==> config.mk <==
export PLATFORM = sky130hd
export DESIGN_NAME = mix_columns_seq_flat
export DESIGN_NICKNAME = d
export VERILOG_FILES = /design/src/rtl/mix_columns_seq_pkg.sv /design/src/rtl/mix_columns_seq_if.sv /design/src/rtl/mix_columns_seq_poly_mult.sv /design/src/rtl/mix_columns_seq.sv /design/src/flat_wrapper.sv
export SDC_FILE = /design/constraint.sdc
export NUM_CORES = 1
export LEC_CHECK = 0
export ABC_AREA = 0
export CAP_MARGIN = 20
export CORE_ASPECT_RATIO = 0.9
export CORE_MARGIN = 1.5
export CORE_UTILIZATION = 40
export DETAILED_ROUTE_END_ITERATION = 10
export GPL_TIMING_DRIVEN = 0
export HOLD_SLACK_MARGIN = 0.15
export PLACE_DENSITY = 0.65
export SETUP_SLACK_MARGIN = 0.02
export SYNTH_ARGS = -nofsm -noshare
export SYNTH_HDL_FRONTEND = slang
export SYNTH_SLANG_ARGS = --single-unit
==> constraint.sdc <==
create_clock -name clk -period 3.3 [get_ports clk]
set_input_delay 0.825 -clock clk [delete_from_list [all_inputs] [get_ports clk]]
set_output_delay 0.825 -clock clk [all_outputs]
set_load 0.05 [all_outputs]
==> src/rtl/mix_columns_seq_pkg.sv <==
// Shared AES definitions: sequencer state encoding, MixColumns coefficients, byte indexing.
package aes_pkg;

  localparam int unsigned BYTE_W  = 8;
  localparam int unsigned STATE_W = 128;
  localparam int unsigned CNT_W   = 6;

  typedef logic [1:0] mc_state_t;
  localparam mc_state_t ST_IDLE = 2'd0;
  localparam mc_state_t ST_MAC  = 2'd1;
  localparam mc_state_t ST_DONE = 2'd2;

  // Circulant first rows of the forward and inverse MixColumns matrices.
  localparam logic [7:0] MC_COEF  [4] = '{8'h02, 8'h03, 8'h01, 8'h01};
  localparam logic [7:0] IMC_COEF [4] = '{8'h0E, 8'h0B, 8'h0D, 8'h09};

  // Column-major byte index within the 128-bit state: row + 4*col.
  function automatic logic [3:0] byte_idx(input logic [1:0] row, input logic [1:0] col);
    return 4'({col, row});
  endfunction

endpackage

==> src/rtl/mix_columns_seq_if.sv <==
// Request/result bundle between the round controller and the MixColumns sequencer.
interface mix_columns_seq_if;
  logic         start;
  logic         inverse;
  logic         clear;
  logic [127:0] state_in;
  logic         busy;
  logic         done;
  logic [127:0] state_out;

  modport master (output start, inverse, clear, state_in,
                  input  busy, done, state_out);
  modport slave  (input  start, inverse, clear, state_in,
                  output busy, done, state_out);
endinterface

==> src/rtl/mix_columns_seq_poly_mult.sv <==
// Combinational GF(2^8) multiplier, field polynomial x^8+x^4+x^3+x+1 (0x11B).
module poly_mult (
  input  logic [7:0] a,
  input  logic [7:0] b,
  output logic [7:0] p_c
);

  logic [7:0] acc_c;
  logic [7:0] sh_c;

  // Shift-and-add: accumulate a*x^i for each set bit of b, reducing on each shift.
  always_comb begin
    acc_c = 8'h00;
    sh_c  = a;
    for (int i = 0; i < 8; i++) begin
      if (b[i]) acc_c = acc_c ^ sh_c;
      sh_c = {sh_c[6:0], 1'b0} ^ (sh_c[7] ? 8'h1B : 8'h00);
    end
  end

  assign p_c = acc_c;

endmodule

==> src/rtl/mix_columns_seq.sv <==
// Sequential (Inv)MixColumns: 64 coefficient x byte products through one shared multiplier.
module mix_columns_seq
  import aes_pkg::*;
(
  input  logic              clk,
  input  logic              rst_n,
  mix_columns_seq_if.slave  bus
);

  mc_state_t          state_q, state_d;
  logic [CNT_W-1:0]   cnt_q, cnt_d;
  logic [BYTE_W-1:0]  acc_q, acc_d;
  logic [STATE_W-1:0] src_q, src_d;
  logic [STATE_W-1:0] out_q, out_d;
  logic               inv_q, inv_d;
  logic               busy_q, busy_d;
  logic               done_q, done_d;

  logic [1:0]         col, row, term;
  logic [1:0]         coef_sel;
  logic [6:0]         a_lsb, r_lsb;
  logic [BYTE_W-1:0]  a_byte, coef, prod;

  // Operand selection from the counter: a = src(term,col), b = coef[(term-row) mod 4].
  always_comb begin
    col      = cnt_q[5:4];
    row      = cnt_q[3:2];
    term     = cnt_q[1:0];
    coef_sel = 2'(term - row);
    a_lsb    = {4'(4'd15 - byte_idx(term, col)), 3'b000};
    r_lsb    = {4'(4'd15 - byte_idx(row, col)), 3'b000};
    a_byte   = src_q[a_lsb +: 8];
    coef     = inv_q ? IMC_COEF[coef_sel] : MC_COEF[coef_sel];
  end

  poly_mult u_poly_mult (
    .a   (a_byte),
    .b   (coef),
    .p_c (prod)
  );

  // Next-state and datapath update; clear overrides everything and suppresses the result write.
  always_comb begin
    state_d = state_q;
    cnt_d   = cnt_q;
    acc_d   = acc_q;
    src_d   = src_q;
    inv_d   = inv_q;
    out_d   = out_q;
    case (state_q)
      ST_IDLE: begin
        if (bus.start) begin
          src_d   = bus.state_in;
          inv_d   = bus.inverse;
          cnt_d   = '0;
          acc_d   = '0;
          state_d = ST_MAC;
        end
      end
      ST_MAC: begin
        cnt_d = CNT_W'(cnt_q + 1'b1);
        if (term == 2'd3) begin
          out_d[r_lsb +: 8] = acc_q ^ prod;
          acc_d             = '0;
        end else begin
          acc_d = acc_q ^ prod;
        end
        if (cnt_q == CNT_W'(63)) state_d = ST_DONE;
      end
      ST_DONE: state_d = ST_IDLE;
      default: state_d = ST_IDLE;
    endcase
    if (bus.clear) begin
      state_d = ST_IDLE;
      cnt_d   = '0;
      acc_d   = '0;
      src_d   = src_q;
      inv_d   = inv_q;
      out_d   = out_q;
    end
    busy_d = (state_d != ST_IDLE);
    done_d = (state_q == ST_DONE) && !bus.clear;
  end

  // State and output registers.
  always_ff @(posedge clk or negedge rst_n) begin
    if (!rst_n) begin
      state_q <= ST_IDLE;
      cnt_q   <= '0;
      acc_q   <= '0;
      src_q   <= '0;
      out_q   <= '0;
      inv_q   <= 1'b0;
      busy_q  <= 1'b0;
      done_q  <= 1'b0;
    end else begin
      state_q <= state_d;
      cnt_q   <= cnt_d;
      acc_q   <= acc_d;
      src_q   <= src_d;
      out_q   <= out_d;
      inv_q   <= inv_d;
      busy_q  <= busy_d;
      done_q  <= done_d;
    end
  end

  assign bus.busy      = busy_q;
  assign bus.done      = done_q;
  assign bus.state_out = out_q;

endmodule

==> src/flat_wrapper.sv <==
// flat-port wrapper written by rule: the top's interface ports become plain ports
module mix_columns_seq_flat import aes_pkg::*;
  (clk, rst_n, bus_start, bus_inverse, bus_clear, bus_state_in, bus_busy, bus_done, bus_state_out);
  mix_columns_seq_if bus_i ();
  input  logic clk;
  input  logic rst_n;
  input wire logic [$bits(bus_i.start)-1:0] bus_start;
  input wire logic [$bits(bus_i.inverse)-1:0] bus_inverse;
  input wire logic [$bits(bus_i.clear)-1:0] bus_clear;
  input wire logic [$bits(bus_i.state_in)-1:0] bus_state_in;
  output wire logic [$bits(bus_i.busy)-1:0] bus_busy;
  output wire logic [$bits(bus_i.done)-1:0] bus_done;
  output wire logic [$bits(bus_i.state_out)-1:0] bus_state_out;
  assign bus_i.start = bus_start;
  assign bus_i.inverse = bus_inverse;
  assign bus_i.clear = bus_clear;
  assign bus_i.state_in = bus_state_in;
  assign bus_busy = bus_i.busy;
  assign bus_done = bus_i.done;
  assign bus_state_out = bus_i.state_out;
  mix_columns_seq u_core (.clk(clk), .rst_n(rst_n), .bus(bus_i));
endmodule
==> results of run 1 <==
==> per-stage QoR <==
stage               setup TNS [ns]  cell area, µm²  power [µW]  worst slack, ns
floorplan                        0           12250        5473           0.3227
finish                           0           17100       10420          0.05339
global placement          -2974.71           15370        6372           -10.50
global route              -0.04889           17100       10860         -0.02794
CTS                              0           16720       10180          0.01533
detailed placement          -96.46           15450        6393          -0.6646
==> sequential cells by signal (all words and copies together) (netlist names) <==
register	cells
u_core.bus.busy	1
u_core.bus.done	1
u_core.src_q	128
u_core.state_q	2
u_core.bus.state_out	128
u_core.acc_q	8
u_core.cnt_q	6
u_core.inv_q	1
==> cells in the mapped netlist (8+ instances only) <==
master                     count  area [µm²]
sky130_fd_sc_hd__dfrtp_1     275        6882
sky130_fd_sc_hd__buf_2         9       45.04
sky130_fd_sc_hd__mux2_1       23       259.0
sky130_fd_sc_hd__mux4_2       19       427.9
sky130_fd_sc_hd__a22oi_1      10       75.07
sky130_fd_sc_hd__mux4_1       11       289.0
sky130_fd_sc_hd__o21ai_0      13       65.06
sky130_fd_sc_hd__xnor2_2       9       146.4
sky130_fd_sc_hd__inv_1        12       45.04
sky130_fd_sc_hd__nand2_1      48       180.2
sky130_fd_sc_hd__clkbuf_1     24       90.09
sky130_fd_sc_hd__a22o_1       62       543.0
sky130_fd_sc_hd__nor3_1        8       40.04
sky130_fd_sc_hd__a21oi_1      17       85.08
sky130_fd_sc_hd__xor2_1       11       96.34
sky130_fd_sc_hd__xnor2_1      13       113.9
sky130_fd_sc_hd__nor2_1       18       67.56
sky130_fd_sc_hd__o21ai_2       9       78.83
sky130_fd_sc_hd__mux2_2      161        1813
sky130_fd_sc_hd__nand3_1      10       50.05
==> cell families after synthesis <==
| family | Yosys count | synth area share, % |
|---|---|---|
| AOI/OAI and AO/OA | 143 | 9.237 |
| xor gates and xnor gates | 34 | 3.045 |
| buffers and inverters | 62 | 2.892 |
| muxes | 220 | 23.37 |
| and+or+nand+nor | 118 | 4.751 |
| DFF | 275 | 56.20 |
| adders and majority gates | 5 | 0.5109 |
==> routing by layer <==
metal,global-route usage (%),up-vias
li1,-,3828
met1,29.43,4235
met2,32.55,267
met3,4.727,57
met4,5.043,10
met5,0,-
==> worst register-to-register path: cells and delay by family (launching register included) <==
kind	cells	cell delay (ns)
DFF	1	0.41
buffers and inverters	4	0.69
AOI/OAI and AO/OA	2	0.40
and+or+nand+nor	2	0.29
xor gates and xnor gates	3	0.55
muxes	2	0.80
==> power by group through the flow <==
stage / registers, µW / logic [µW] / clock network (µW)
after floorplan: 3910 / 1560 / 0
after global placement: 3950 / 2430 / 0
after detailed placement: 3950 / 2440 / 0
after CTS: 3900 / 2870 / 3420
after global routing: 3950 / 3360 / 3550
final: 3910 / 3160 / 3350
==> worst min-delay path by stage <==
stage	depth (start not counted)	to	slack [ns]	start
3_5_place_dp	2	u_core.bus.state_out[121]$_DFFE_PN0P_	0.47	u_core.bus.state_out[121]$_DFFE_PN0P_
5_1_grt	1	u_core.bus.state_out[107]$_DFFE_PN0P_	0.30	rst_n
3_3_place_gp	2	u_core.bus.state_out[33]$_DFFE_PN0P_	0.46	u_core.bus.state_out[33]$_DFFE_PN0P_
2_1_floorplan	1	u_core.src_q[113]$_DFFE_PN0P_	0.47	u_core.src_q[113]$_DFFE_PN0P_
4_1_cts	1	u_core.bus.state_out[107]$_DFFE_PN0P_	0.28	rst_n
6_report	1	u_core.bus.state_out[107]$_DFFE_PN0P_	0.25	rst_n
==> final cells by class <==
cell class / instances / area [µm²] / area share, %
plain buffers: 49 / 374.1 / 2.187
clock inverters: 10 / 156.4 / 0.9144
repair buffers: 291 / 2973 / 17.38
multi-input cells: 521 / 5349 / 31.27
inverters: 12 / 45.04 / 0.2634
clock buffers: 43 / 818.3 / 4.784
diodes: 1 / 2.502 / 0.01463
flip-flops and latches: 275 / 6882 / 40.23
well taps: 403 / 504.2 / 2.948
==> repair_timing <==
action / CTS / global route
setup buffers: 9 / 15
gates cloned: 1 / 2
setup endpoints to repair: 135 / 117
pin swaps: 10 / 23
resized for setup: 38 / 53
==> key figures, run 1 <==
STA
  • Max-slew violation count: 0
  • RSZ-0062 raised after global routing: yes
  • Ratio of final minimum period to clock period: 98.38%
  • Final worst hold slack: 0.2509 ns
  • Post-route minimum period: 3.247 ns
  • Worst slew pin tran: 0.8400 ns
  • Fmax: 308.0 MHz
  • Max Clock Skew: 0.01386 ns
  • Setup violations, final: 0
  • Final hold viol count: 0
  • Slew Limit Headroom: 43.57%

Critical path
  • CP Launch Type: register
  • Cells traversed along the worst timing path: buf_6 > buf_12 > mux4_2 > a22oi_2 > nand2_4 > buf_12 > xnor2_4 > nand3_1 > o21ai_2 > xnor2_2 > xnor2_4 > buf_6 > mux2_2
  • Flop-to-flop setup slack: 0.05 ns
  • Capture point of the critical path: u_core.bus.state_out[36]$_DFFE_PN0P_
  • Number of cells on the critical path: 13
  • Start point of the critical path: u_core.cnt_q[0]$_DFFE_PN0P_
  • Crit end category: register
  • Critical path data arrival time: 3.69 ns
  • Number of cell instances on the worst register-to-register path: 13
  • Worst Path Buf+Inv: 4
  • Worst endpoint required time: 3.74 ns
  • Max stage delay cell, worst path: sky130_fd_sc_hd__mux4_2
  • Type of the worst setup path: reg2reg
  • CP Max Fanout: 10
  • Category of cells accounting for the largest share of critical-path delay: multiplexers
  • Destination of the worst register-to-register timing path: u_core.bus.state_out[36]$_DFFE_PN0P_
  • Stage delay of the slowest cell on the critical path: 0.53 ns
  • Startpoint of the lowest-slack register-to-register path: u_core.cnt_q[0]$_DFFE_PN0P_

Global route
  • Grt ovf: 0
  • Via count of the first global-routing pass: 8574
  • Global-route wire length before repair: 50800 µm
  • Pin count of the biggest net entering global routing: 116
  • Gr usage total: 20.78%
  • Antenna violations before repair: 6

Finish
  • Commonest non-fill, non-tap cells in the layout: sky130_fd_sc_hd__dfrtp_1 (275), sky130_fd_sc_hd__clkdlybuf4s50_1 (261), sky130_fd_sc_hd__mux2_2 (160)
  • Proportion of layout cells with a drive suffix above 1: 31.06%
  • Area growth from synthesis to layout: 39.68%
  • Count of nets after finishing: 1317
  • Most common cell after layout, fill and taps aside: sky130_fd_sc_hd__dfrtp_1
  • Filler Cells Inserted: 2497
  • Count of non-filler cells in the finished layout: 1605
  • Final core occ: 56.96%

Clock tree
  • Clock Sinks: 275
  • Depth of the CTS H-tree: 1
  • Number of buffers created by CTS: 29
  • Maximum count of clock buffers along a single path: 3
  • Clock transition at the registers of the reported paths: 0.06 ns
  • Insertion delay to the later sink of the worst-skew pair: 0.55 ns
  • CTS tree: done
  • Buffer cell driving the clock tree root: sky130_fd_sc_hd__clkbuf_16
  • Number of hold-repair buffers added at the cts stage: 0

Pwr
  • Switching fraction of total power: 29.97%
  • Power per unit of standard cell area: 609.3 nW/µm²
  • Leakage Power: 0.007267 µW
  • Peak supply drop: 0.5829 mV
  • Portion of total power attributed to the clock network: 32.2%
  • Switching power of the nets: 3123 µW
  • Reg power frac: 37.5%
  • Comb pwr share: 30.3%
  • Total internal power: 7299 µW

Floorplan
  • I/O pin cnt: 263
  • Die width: 187.4 µm
  • Total number of placement rows: 60
  • Overall die area: 31670 µm²
  • Area of the placeable core: 30030 µm²
  • Die H: 169.0 µm
  • Starting utilization of the core area: 40.78%

Detailed routing
  • Length of routed met3 wiring: 2027 µm
  • Number of nets with antenna violations after detailed routing: 0
  • Wire length on met1: 15300 µm
  • DRC violations left: 0
  • Initial DRC Count: 453
  • Met2 wire len: 14760 µm
  • Total routed wirelength: 32870 µm
  • Number of vias in the routed layout: 8397
  • First drt pass iteration count: 4
  • Highest metal used: met5
  • Via density per instance: 5.232
  • Routed WL per cell: 20.48 µm

Worst hold path
  • Hold Crit Class: in2async

Yosys
  • Seq cells post-synth: 275
  • Async set-or-reset flop fraction in the synthesized netlist: 100.0%
  • Number of nets produced by synthesis: 995
  • Number of distinct standard cells referenced by the synthesized netlist: 62
  • Synth Flop Type: sky130_fd_sc_hd__dfrtp_1
  • Synth warn: 0
  • Post-synthesis area per instance: 14.29 µm²
  • Share of the yosys chip area belonging to registers: 56.20%
  • Cell count after synthesis: 857
  • Post-Synthesis Cell Area: 12250 µm²
  • Number of enable flip-flop cells after synthesis: 0

Outcome
  • Run status: complete, no violations

Run
  • Max-cap check violation count: 0

Placement
  • Detailed placer's ending HPWL: 23270 µm
  • Port buffer count: 262
  • Gpl congestion: 0.8271
  • Number of placed cells counting well taps: 1525
Note: power is estimated with default switching activity, not from simulation.
==> inputs of run 2 (changes only) <==
--- a/config.mk
+++ b/config.mk
@@ -8,7 +8,7 @@
 export ABC_AREA = 0
 export CAP_MARGIN = 20
 export CORE_ASPECT_RATIO = 0.9
-export CORE_MARGIN = 1.5
+export CORE_MARGIN = 2
 export CORE_UTILIZATION = 40
 export DETAILED_ROUTE_END_ITERATION = 10
 export GPL_TIMING_DRIVEN = 0
==> constraint.sdc (replaced) <==
create_clock -name clk -period 3.8 [get_ports clk]
set_input_delay 0.95 -clock clk [delete_from_list [all_inputs] [get_ports clk]]
set_output_delay 0.95 -clock clk [all_outputs]
set_load 0.05 [all_outputs]
==> run 2 against run 1 <==
  * Clock skew increased by 0.0067 ns
  * Core utilization decreased by 1.9 points
  * Clock-buffer cell count rose by 3
  * Fmax fell by 10%
  * First-iteration DRC count fell by 1.8%
  * Critical path type unchanged
  * Clock power is 13% lower
  * Non-clock buffer count decreased by 23
  * Sequential share of layout area is 1.4 points higher
  * Total power decreased by 18%
  * Cell count decreased by 1.3%
  * Sequential power shrank 14%
==> key figures, run 2 (synthesized netlist as in run 1, its figures left out) <==
Outcome
  • Run status: complete, no violations

STA
  • Fmax: 276.7 MHz (-10%)
  • Post-route minimum period: 3.614 ns (+0.3677 ns)
  • Max Clock Skew: 0.02057 ns (+0.006706 ns)
  • Worst slew pin tran: 1.075 ns (+0.2351 ns)
  • Ratio of final minimum period to clock period: 95.11% (-3.3 points)
  • Setup TNS Final: 0 ns (unchanged)
  • Setup violations, final: 0 (unchanged)
  • Slew Limit Headroom: 27.31% (-16 points)
  • Final hold viol count: 0 (unchanged)
  • RSZ-0062 raised after global routing: no
  • Max-slew violation count: 0 (unchanged)

Finish
  • Count of nets after finishing: 1294 (-1.7%)
  • Proportion of layout cells with a drive suffix above 1: 25.98% (-5.1 points)
  • Count of non-filler cells in the finished layout: 1584 (-1.3%)
  • Commonest non-fill, non-tap cells in the layout: sky130_fd_sc_hd__dfrtp_1 (275), sky130_fd_sc_hd__clkdlybuf4s50_1 (261), sky130_fd_sc_hd__mux2_2 (161)
  • Finished layout cell area: 16540 µm² (-3.3%)
  • Area growth from synthesis to layout: 35.06%
  • Most common cell after layout, fill and taps aside: sky130_fd_sc_hd__dfrtp_1

Clock tree
  • Number of buffers created by CTS: 30 (+3.4%)
  • Maximum count of clock buffers along a single path: 3 (unchanged)
  • Clock Sinks: 275 (unchanged)
  • Depth of the CTS H-tree: 1 (unchanged)
  • Number of hold-repair buffers added at the cts stage: 0 (unchanged)
  • Buffer cell driving the clock tree root: sky130_fd_sc_hd__clkbuf_16
  • CTS tree: done
  • Insertion delay to the later sink of the worst-skew pair: 0.56 ns (about the same)
  • Clock transition at the registers of the reported paths: 0.06 ns (about the same)

Placement
  • Post-place instance area: 15450 µm² (unchanged)
  • Gpl congestion: 0.8486 (+2.6%)
  • Detailed placer's ending HPWL: 23540 µm (+1.2%)
  • Number of placed cells counting well taps: 1525 (unchanged)
  • Port buffer count: 262 (unchanged)

Critical path
  • Worst endpoint required time: 4.30 ns (+0.56 ns)
  • Flop-to-flop setup slack: 0.19 ns (+0.13 ns)
  • Number of cell instances on the worst register-to-register path: 13 (unchanged)
  • Type of the worst setup path: reg2reg
  • Startpoint of the lowest-slack register-to-register path: u_core.cnt_q[1]$_DFFE_PN0P_
  • Destination of the worst register-to-register timing path: u_core.bus.state_out[37]$_DFFE_PN0P_
  • CP Max Fanout: 10 (unchanged)
  • Crit end category: register
  • Critical path data arrival time: 4.12 ns (+0.43 ns)
  • CP Launch Type: register

Detailed routing
  • Total routed wirelength: 32400 µm (-1.4%)
  • Number of nets with antenna violations after detailed routing: 0 (unchanged)
  • Initial DRC Count: 445 (-1.8%)
  • Number of vias in the routed layout: 8252 (-1.7%)
  • Routed WL per cell: 20.46 µm (-0.13%)
  • DRC violations left: 0 (unchanged)
  • First drt pass iteration count: 4 (unchanged)
  • Via density per instance: 5.210 (-0.42%)

Worst hold path
  • Hold Crit Class: in2async

Floorplan
  • Total number of placement rows: 60 (unchanged)
  • Die width: 188.4 µm (+0.53%)
  • Overall die area: 32030 µm² (+1.1%)
  • Area of the placeable core: 30030 µm² (unchanged)
  • Starting utilization of the core area: 40.78% (unchanged)
  • Die H: 170.0 µm (+0.59%)
  • I/O pin cnt: 263 (unchanged)

Global route
  • Gr usage total: 20.38% (-0.40 points)
  • Pin count of the biggest net entering global routing: 121 (+4.3%)
  • Via count of the first global-routing pass: 8493 (-0.94%)
  • Grt ovf: 0 (unchanged)
  • Global-route wire length before repair: 50250 µm (-1.1%)
  • Antenna violations before repair: 7 (+1)

Pwr
  • Final total power: 8512 µW (-18%)
  • Power per unit of standard cell area: 514.7 nW/µm² (-16%)
  • Peak supply drop: 0.3562 mV (-39%)
  • Leakage Power: 0.007062 µW (-2.8%)

Run
  • Max-cap check violation count: 0 (unchanged)
[run 2: where the power goes]
part / leakage [µW] / internal (µW) / switching, µW
clock: 0.000488 / 1740 / 1160
combinational: 0.00302 / 978 / 1250
sequential: 0.00355 / 3220 / 159
[run 2: through the flow]
| step | util, % | hold WS, ns | setup WS (ns) |
|---|---|---|---|
| after floorplan | - | 0.4720 | 0.8227 |
| after global placement | 51.19 | 0.4597 | -10.12 |
| after detailed placement | 51.44 | 0.4647 | -0.2539 |
| after CTS | 54.86 | 0.2470 | 0.02177 |
| after global routing | 55.06 | 0.2608 | 0.04142 |
| final | 55.07 | 0.2512 | 0.1857 |
[run 2: worst max path at each step]
stage                                      endpoint  cells past startpoint  slack, ns                        start
2_1_floorplan   u_core.bus.state_out[1]$_DFFE_PN0P_                     13       0.82  u_core.cnt_q[0]$_DFFE_PN0P_
3_3_place_gp           u_core.src_q[13]$_DFFE_PN0P_                      1     -10.12                        rst_n
3_5_place_dp   u_core.bus.state_out[37]$_DFFE_PN0P_                     12      -0.25  u_core.cnt_q[1]$_DFFE_PN0P_
4_1_cts        u_core.bus.state_out[11]$_DFFE_PN0P_                     13       0.02  u_core.cnt_q[1]$_DFFE_PN0P_
5_1_grt        u_core.bus.state_out[37]$_DFFE_PN0P_                     13       0.04  u_core.cnt_q[0]$_DFFE_PN0P_
6_report       u_core.bus.state_out[37]$_DFFE_PN0P_                     13       0.19  u_core.cnt_q[1]$_DFFE_PN0P_
[run 2: cell type report]
class / count / area [µm²]
multi-input cells: 520 / 5089
clock inverters: 8 / 103.9
plain buffers: 50 / 311.5
flip-flops and latches: 275 / 6882
well taps: 403 / 504.2
fillers: 2516 / 13490
clock buffers: 46 / 890.9
inverters: 12 / 45.04
diodes: 3 / 7.507
repair buffers: 267 / 2705
[run 2: what timing repair did]
item                       4_1_cts  5_1_grt
cloned                           0        0
setup endpoints to repair       40       67
pin swaps                        1        3
buffers inserted                 0        2
gates resized for setup          4        5
[run 2: critical path, stage by stage, from the launching register on]
cell and delay (ns):
sky130_fd_sc_hd__dfrtp_1 0.37, sky130_fd_sc_hd__buf_4 0.25, sky130_fd_sc_hd__buf_4 0.28, sky130_fd_sc_hd__buf_2 0.35, sky130_fd_sc_hd__mux4_2 0.36, sky130_fd_sc_hd__a22oi_1 0.31, sky130_fd_sc_hd__nand2_2 0.19, sky130_fd_sc_hd__nand3_1 0.12
sky130_fd_sc_hd__o21ai_1 0.06, sky130_fd_sc_hd__nor2_1 0.14, sky130_fd_sc_hd__xor2_1 0.35, sky130_fd_sc_hd__xnor2_4 0.23, sky130_fd_sc_hd__buf_2 0.34, sky130_fd_sc_hd__mux2_2 0.20
[run 2: routing by layer]
layer | track usage (%) | wire (µm) | vias to the layer above
met4 | 4.755 | 637 | 6
met1 | 27.68 | 14630 | 4123
li1 | - | - | 3776
met2 | 33.27 | 14800 | 291
met5 | 0 | 46 | -
met3 | 4.888 | 2286 | 56
